### src/rtl/register_file_scoreboard.sv
`default_nettype none
// ============================================================================
// Module   : register_file_scoreboard
// Brief    : Parametrised register file with two combinational read ports,
//            optional write-to-read bypass and a per-register pending-write
//            scoreboard for RAW hazard detection.
// Revision : 1.0
// ============================================================================
module register_file_scoreboard #(
    parameter int DATA_WIDTH     = 32,
    parameter int ADDR_WIDTH     = 5,
    parameter int HARDWIRED_ZERO = 1,
    parameter int BYPASS         = 1,
    parameter int PEND_WIDTH     = 2,
    parameter int V0_INDEX       = 2
) (
    input  logic                  clk,
    input  logic                  reset,
    input  logic [ADDR_WIDTH-1:0] read_index1,
    input  logic [ADDR_WIDTH-1:0] read_index2,
    output logic [DATA_WIDTH-1:0] read_data1,
    output logic [DATA_WIDTH-1:0] read_data2,
    output logic                  read_pending1,
    output logic                  read_pending2,
    input  logic                  write_enable,
    input  logic [ADDR_WIDTH-1:0] write_reg,
    input  logic [DATA_WIDTH-1:0] write_data,
    input  logic                  write_release,
    input  logic                  reserve_enable,
    input  logic [ADDR_WIDTH-1:0] reserve_reg,
    output logic                  reserve_full,
    output logic                  scoreboard_error,
    output logic [DATA_WIDTH-1:0] register_v0
);

    localparam int                    c_NUM_REGS = 2 ** ADDR_WIDTH;
    localparam logic [PEND_WIDTH-1:0] c_PEND_MAX = {PEND_WIDTH{1'b1}};

    logic [DATA_WIDTH-1:0] regs_q  [c_NUM_REGS];
    logic [DATA_WIDTH-1:0] regs_d  [c_NUM_REGS];
    logic [PEND_WIDTH-1:0] count_q [c_NUM_REGS];
    logic [PEND_WIDTH-1:0] count_d [c_NUM_REGS];
    logic                  err_q;
    logic                  err_d;

    always_comb begin
        regs_d = regs_q;
        if (write_enable && !(HARDWIRED_ZERO != 0 && write_reg == '0)) begin
            regs_d[write_reg] = write_data;
        end
    end

    // Reserve and release on the same register cancel; saturation and
    // underflow leave the count alone and latch the error flag.
    always_comb begin
        logic inc;
        logic dec;
        count_d = count_q;
        err_d   = err_q;
        inc     = 1'b0;
        dec     = 1'b0;
        for (int r = 0; r < c_NUM_REGS; r++) begin
            inc = reserve_enable && (reserve_reg == ADDR_WIDTH'(r));
            dec = write_enable && write_release && (write_reg == ADDR_WIDTH'(r));
            if (HARDWIRED_ZERO != 0 && r == 0) begin
                count_d[r] = '0;
            end else if (inc && !dec) begin
                if (count_q[r] == c_PEND_MAX) err_d = 1'b1;
                else                          count_d[r] = count_q[r] + 1'b1;
            end else if (dec && !inc) begin
                if (count_q[r] == '0) err_d = 1'b1;
                else                  count_d[r] = count_q[r] - 1'b1;
            end
        end
    end

    always_ff @(posedge clk or posedge reset) begin
        if (reset) begin
            regs_q  <= '{default: '0};
            count_q <= '{default: '0};
            err_q   <= 1'b0;
        end else begin
            regs_q  <= regs_d;
            count_q <= count_d;
            err_q   <= err_d;
        end
    end

    function automatic logic [DATA_WIDTH-1:0] read_value(input logic [ADDR_WIDTH-1:0] idx);
        logic [DATA_WIDTH-1:0] v;
        v = regs_q[idx];
        if (BYPASS != 0 && write_enable && write_reg == idx) v = write_data;
        if (HARDWIRED_ZERO != 0 && idx == '0)                v = '0;
        return v;
    endfunction

    // A bypassed final release clears pending in the same cycle, so decode
    // sees data and hazard status that agree.
    function automatic logic pending_of(input logic [ADDR_WIDTH-1:0] idx);
        logic p;
        p = (count_q[idx] != '0);
        if (BYPASS != 0 && write_enable && write_release && write_reg == idx &&
            count_q[idx] == PEND_WIDTH'(1) && !(reserve_enable && reserve_reg == idx)) begin
            p = 1'b0;
        end
        if (HARDWIRED_ZERO != 0 && idx == '0) p = 1'b0;
        return p;
    endfunction

    always_comb begin
        read_data1       = read_value(read_index1);
        read_data2       = read_value(read_index2);
        read_pending1    = pending_of(read_index1);
        read_pending2    = pending_of(read_index2);
        reserve_full     = (count_q[reserve_reg] == c_PEND_MAX);
        scoreboard_error = err_q;
        register_v0      = regs_q[ADDR_WIDTH'(V0_INDEX)];
    end

endmodule
`default_nettype wire
### config.mk
export PLATFORM = sky130hd
export DESIGN_NAME = register_file_scoreboard
export DESIGN_NICKNAME = d
export VERILOG_FILES = /design/src/rtl/register_file_scoreboard.sv
export SDC_FILE = /design/constraint.sdc
export NUM_CORES = 2
export LEC_CHECK = 0
export ABC_CLOCK_PERIOD_IN_PS = 33400
export CAP_MARGIN = 10
export CORE_MARGIN = 2
export CORE_UTILIZATION = 30
export DETAILED_ROUTE_END_ITERATION = 10
export PLACE_DENSITY_LB_ADDON = 0.05
export SLEW_MARGIN = 5
export SYNTH_ARGS = -nofsm -noshare
export SYNTH_HDL_FRONTEND = slang
export SYNTH_SLANG_ARGS = --single-unit
### constraint.sdc
create_clock -name clk -period 33.4 [get_ports clk]
set_input_delay 5.01 -clock clk [delete_from_list [all_inputs] [get_ports clk]]
set_output_delay 5.01 -clock clk [all_outputs]
set_load 0.03 [all_outputs]
# Word level (Yosys, flattened, before mapping)
# Cells that the tools add are included.
# totals
input_bits,57
elab_cells,871
regBits,1087
output_inout_bits,100
# op_classes
eq_ne,162
mux,274
add_sub_neg,62
reduce_logical,300
bitwise_logic,4
magnitude_cmp,5
# ops
cell,n
$bwmux W1024,1
$bmux W32 S5,2
$mux W32,9
$mux W2,130
$demux W32 S5,1
$eq A5 B5 Y1 const B,32
$logic_and A1 B1 Y1,137
$mux W1,128
$ne A2 B2 Y1 const B,62
$reduce_and A3 Y1,31
$eq A5 B4 Y1 const B,16
$reduce_bool A2 Y1,33
$logic_not A1 Y1,65
$eq A2 B2 Y1 const B,32
$add A2 B1 Y2 const B,31
$logic_not A2 Y1,31
$sub A2 B1 Y2 const B,31
$eq A5 B3 Y1 const B,8
$bmux W2 S5,3
$ge A6 B6 Y1 const B,4
$not A5 Y6,4
$eq A5 B2 Y1 const B,4
$eq A5 B5 Y1,4
$logic_not A5 Y1,3
other kinds (3),5

# Logic depth before layout (Yosys ltp)
# depth
word_depth,96
ltp_mapped,13

# Least setup slack after synthesis
# OpenSTA, ideal clock, no wires.
# synth_path
path_type,input -> output
from,input port read_index1[0]
to,output port read_pending1
setup_slack_ns,21.532
stages,10
n_path_buf,5
arrival_ns,6.858
cell_sequence,buf_2 buf_6 buf_6 buf_4 buf_4 xnor2_1 nand4_1 o21ai_0 o21ai_0 a32oi_1
# synth_between
elab_chain_cells,9
elab_cells_between_ends,16
# synth_lines
element,line,rtl
"start, declared",19,"input logic [ADDR_WIDTH-1:0] read_index1,"
$not A5 Y6 (not written as such),"101, 103",
$bmux W2 S5,"101, 103",
$mux W2 (not written as such) (2 in series),"101, 103",
$eq A2 B1 Y1,103,count_q[idx] == PEND_WIDTH'(1) && !(reserve_enable && reserve_reg == idx)) begin
$logic_and A1 B1 Y1,102,if (BYPASS != 0 && write_enable && write_release && write_reg == idx &&
$logic_and A1 B1 Y1,103,
$mux W1,102,
$mux W1 *,106,if (HARDWIRED_ZERO != 0 && idx == '0) p = 1'b0;
"end, declared",23,"output logic read_pending1,"
# Mark *: on every way between the ends. The rest lies on a longest branch, timed or not. The select of a mux whose other input is x is not followed.

# Worst setup path in the final report
# layout_path
from,input port read_index2[0]
to,output port read_data2[3]
# layout_between
elab_chain_cells,6
elab_cells_between_ends,9
# layout_lines
element,line,rtl
"start, declared",20,"input logic [ADDR_WIDTH-1:0] read_index2,"
$not A5 Y6 (not written as such),91,v = regs_q[idx];
$bmux W32 S5,91,
$mux W32 (not written as such) (2 in series),91,
$mux W32,92,if (BYPASS != 0 && write_enable && write_reg == idx) v = write_data;
$mux W32 *,93,if (HARDWIRED_ZERO != 0 && idx == '0) v = '0;
"end, declared",22,"output logic [DATA_WIDTH-1:0] read_data2,"
# Marked as above.

==> impl_metrics.csv <==
group,metric,value,unit
sta,worst_slew_pin_slew,1.23,ns
global_route,grt_pass1_vias,41334,
routing,ant_nets,0,
global_route,grt_pass1_wl,346000,um
synthesis,yosys_warnings,0,
sta,slew_viol_final,0,
sta,fin_skew,0.0130,ns
setup_path,cp_top_family,"buffers and inverters",
setup_path,cp_data_required_time,28.39,ns
clock_network,cts_buffer_depth,3,
setup_path,reg2reg_from,"count_q[18]",
clock_network,post-cts-setup-buffers,0,
sta,hold_viol,0,
routing,firstDrtPassIters,7,
synthesis,syn_nets,4619,
routing,drt-total-wl,245000,um
synthesis,synth_top_cell_area_share,44.1,%
clock_network,cts_tree,"yes",
cells_and_area,fin_nets,4564,
synthesis,yosys.area.top_type,"dfrtp_1",
setup_path,cpMostUsedCell,"buf_4",
floorplan,rows,166,
synthesis,ys_ff_latch,1087,
synthesis,async_reset_ff_share,100,%
clock_network,cts.htree.levels,4,
cells_and_area,drive_gt1_share,42.1,%
global_route,grt_start_max_net_pins,137,
synthesis,synth_top_family_by_area,"multiplexers",
clock_network,post_cts_resized,0,
synthesis,synth_cell_types,49,
synthesis,synth.mux.area_fraction,41.0,%
routing,drt_iter0_drc,2815,
power_and_ir_drop,peakVddDrop,40.1,uV
power_and_ir_drop,p_leak,30.1,nW
synthesis,avgSynthCellArea,13.7,sq um
clock_network,insertion_delay,0.78,ns
sta,timing.hold.ws,0.391,ns
placement,dp.cells,6989,
floorplan,start_util,30.2,%
routing,viasPerCell,5.53,
floorplan,die-area,0.209,sq mm
placement,hpwl,143000,um
sta,max_freq,0.0645,GHz
synthesis,ys.flop_type,"dfrtp_1",
setup_path,path_buf_inv,6,
setup_path,cp.arrival,10.50,ns
routing,wire_per_inst,33.9,um
setup_path,startpoint,"read_index2[0]",
power_and_ir_drop,p_per_area,60.8,mW/mm^2
worst_hold_path,hold_start,"regs_q[1015]",
sta,period_needed,15.51,ns
synthesis,synth_compound_area_share,3.94,%
clock_network,ctsHoldBuffers,0,
cells_and_area,instances_no_fill,7244,
synthesis,netlist_top_cells_area,"dfrtp_1 (44%), mux4_2 (22%), mux2_2 (16%)",
floorplan,io_pins,157,
setup_path,path_cells,"buf_8 -> buf_4 -> buf_4 -> buf_4 -> buf_12 -> mux4_2 -> mux4_2 -> nand2_1 -> a31oi_1 -> clkdlybuf4s50_1",
placement,gp_congestion,0.770,
setup_path,cp-end-kind,"primary output",
floorplan,fp.dieW,458,um
synthesis,yosys.area_share.simple,4.92,%
global_route,grt_use_total,23.4,%
clock_network,clock-sinks,1087,
routing,drc,0,
setup_path,start_kind,"input port",
worst_hold_path,hold_path_class,"reg -> reg",
cells_and_area,final_common_cell,"dfrtp_1",
sta,setup_violations,0,
synthesis,synth_edf_count,0,
cells_and_area,layout_common_cells,"dfrtp_1 (1087), mux2_2 (904), mux4_2 (605)",
clock_network,cts.clk_slew.worst_paths,0.05,ns
synthesis,synth_fa_ha_area_share,1.29,%
routing,vias,40082,
synthesis,syn_inst,4500,
synthesis,synth_xor_area_share,0.284,%
setup_path,crit_path_max_incr_delay,0.76,ns
placement,io_buffers,156,
cells_and_area,areaGrowthSynthToFinish,14.0,%
synthesis,seq_area_frac_synth,44.1,%
sta,rsz0062_at_grt,"false",
global_route,antenna_found_initial,13,
clock_network,clockRootBuffer,"clkbuf_16",
job,maxCapViolCount,0,
setup_path,critPathSlowestCell,"clkdlybuf4s50_1",
synthesis,synth_area,0.0617,sq mm
setup_path,critical_path_class,"in -> out",
global_route,grt_overflow,0,
sta,fin_crit_sh,46.4,%
sta,relSlewSlack,17.9,%
setup_path,path_max_fanout,81,
run_status,outcome,"complete, no violations",
sta,tns,0,ns
floorplan,die_h,458,um
clock_network,cts_made_buffers,142,
floorplan,coreArea,0.205,sq mm
-- cells in the mapped netlist, drive strengths merged, types with 3 or more instances --
| master | number |
|---|---|
| and3 | 5 |
| nand4 | 8 |
| a31oi | 71 |
| nor3 | 10 |
| nor2b | 25 |
| ha | 62 |
| o21ai | 170 |
| nand2b | 9 |
| dfrtp | 1087 |
| clkbuf | 218 |
| nor4b | 18 |
| o22a | 65 |
| xor2 | 12 |
| a32oi | 12 |
| a21oi | 19 |
| mux2 | 906 |
| mux4 | 605 |
| nand3 | 23 |
| a221oi | 3 |
| nor2 | 72 |
| nor4 | 8 |
| and2 | 33 |
| xnor2 | 8 |
| inv | 95 |
| nand2 | 489 |
| o31ai | 28 |
| mux2i | 146 |
| buf | 268 |
| or2 | 4 |
| a22oi | 6 |
-- layout make-up --
type / count / area (sq um)
tap: 2688 / 3360
antenna: 4 / 10.0
timing repair buffer: 287 / 2620
clock buffer: 210 / 4230
multi-input combinational: 2832 / 32000
sequential: 1087 / 27200
clock inverter: 41 / 604
inverter: 95 / 368
fill: 19740 / 134000
-- registers in the layout (all words and copies together), names as in the netlist --
name and count:
regs_q 992, count_q 62, register_v0 32, scoreboard_error 1
-- per-stage QoR --
stage          util [%]  worst slack [ns]  power [mW]  area [sq um]
2_1_floorplan         -             13.39        2.37         61700
3_3_place_gp       32.0             17.83        2.68         65500
3_5_place_dp       32.0             17.84        2.69         65500
4_1_cts            34.4             17.83        4.34         70400
5_1_grt            34.4             17.54        4.47         70400
6_report           34.4             17.89        4.28         70400
-- report_power, final --
group          internal (mW)  total (mW)  switching, mW  leakage, nW
registers               1.55        1.74          0.189         14.0
logic                  0.504       0.923          0.419         13.7
clock network          0.982        1.61          0.633         2.38
total                   3.04        4.28           1.24         30.1
-- per-layer routing --
metal	global-route usage, %	vias up	share of wire, %
li1	-	16776	-
met4	5.83	2	2.3
met2	38.5	935	48
met1	32.8	22110	46
met5	0	-	0.0069
met3	2.97	259	3.7
-- worst reg2reg max path, cell delays in order (launching register included) --
cell and delay (ns):
dfrtp_1 0.47, nor4b_1 0.16, nor4_1 0.70, nand3_1 0.23, nor4_1 0.30, nand2_1 0.10
-- cell families (layout without fill, tap and decap cells) --
| group | Yosys count | count (layout) |
|---|---|---|
| AOI/OAI and AO/OA | 384 | 384 |
| xor gates and xnor gates | 20 | 20 |
| adders and majority gates | 64 | 64 |
| buffers and inverters | 581 | 633 |
| DFF | 1087 | 1087 |
| muxes | 1657 | 1657 |
| other | 0 | 4 |
| and+or+nand+nor | 707 | 707 |
-- path summary, 6_finish.rpt --
path                                    endpoint  slack [ns]  cells past startpoint
worst min-delay path                regs_q[1015]        0.39                      0
worst max register to register  scoreboard_error       31.31                      5
worst max-delay path               read_data2[3]       17.89                     10
worst min register to register      regs_q[1015]        0.39                      0
min in group asynchronous            regs_q[377]        4.74                      2
max in group asynchronous            regs_q[256]       24.92                      6
No activity file was read; power rests on OpenSTA's default activity.
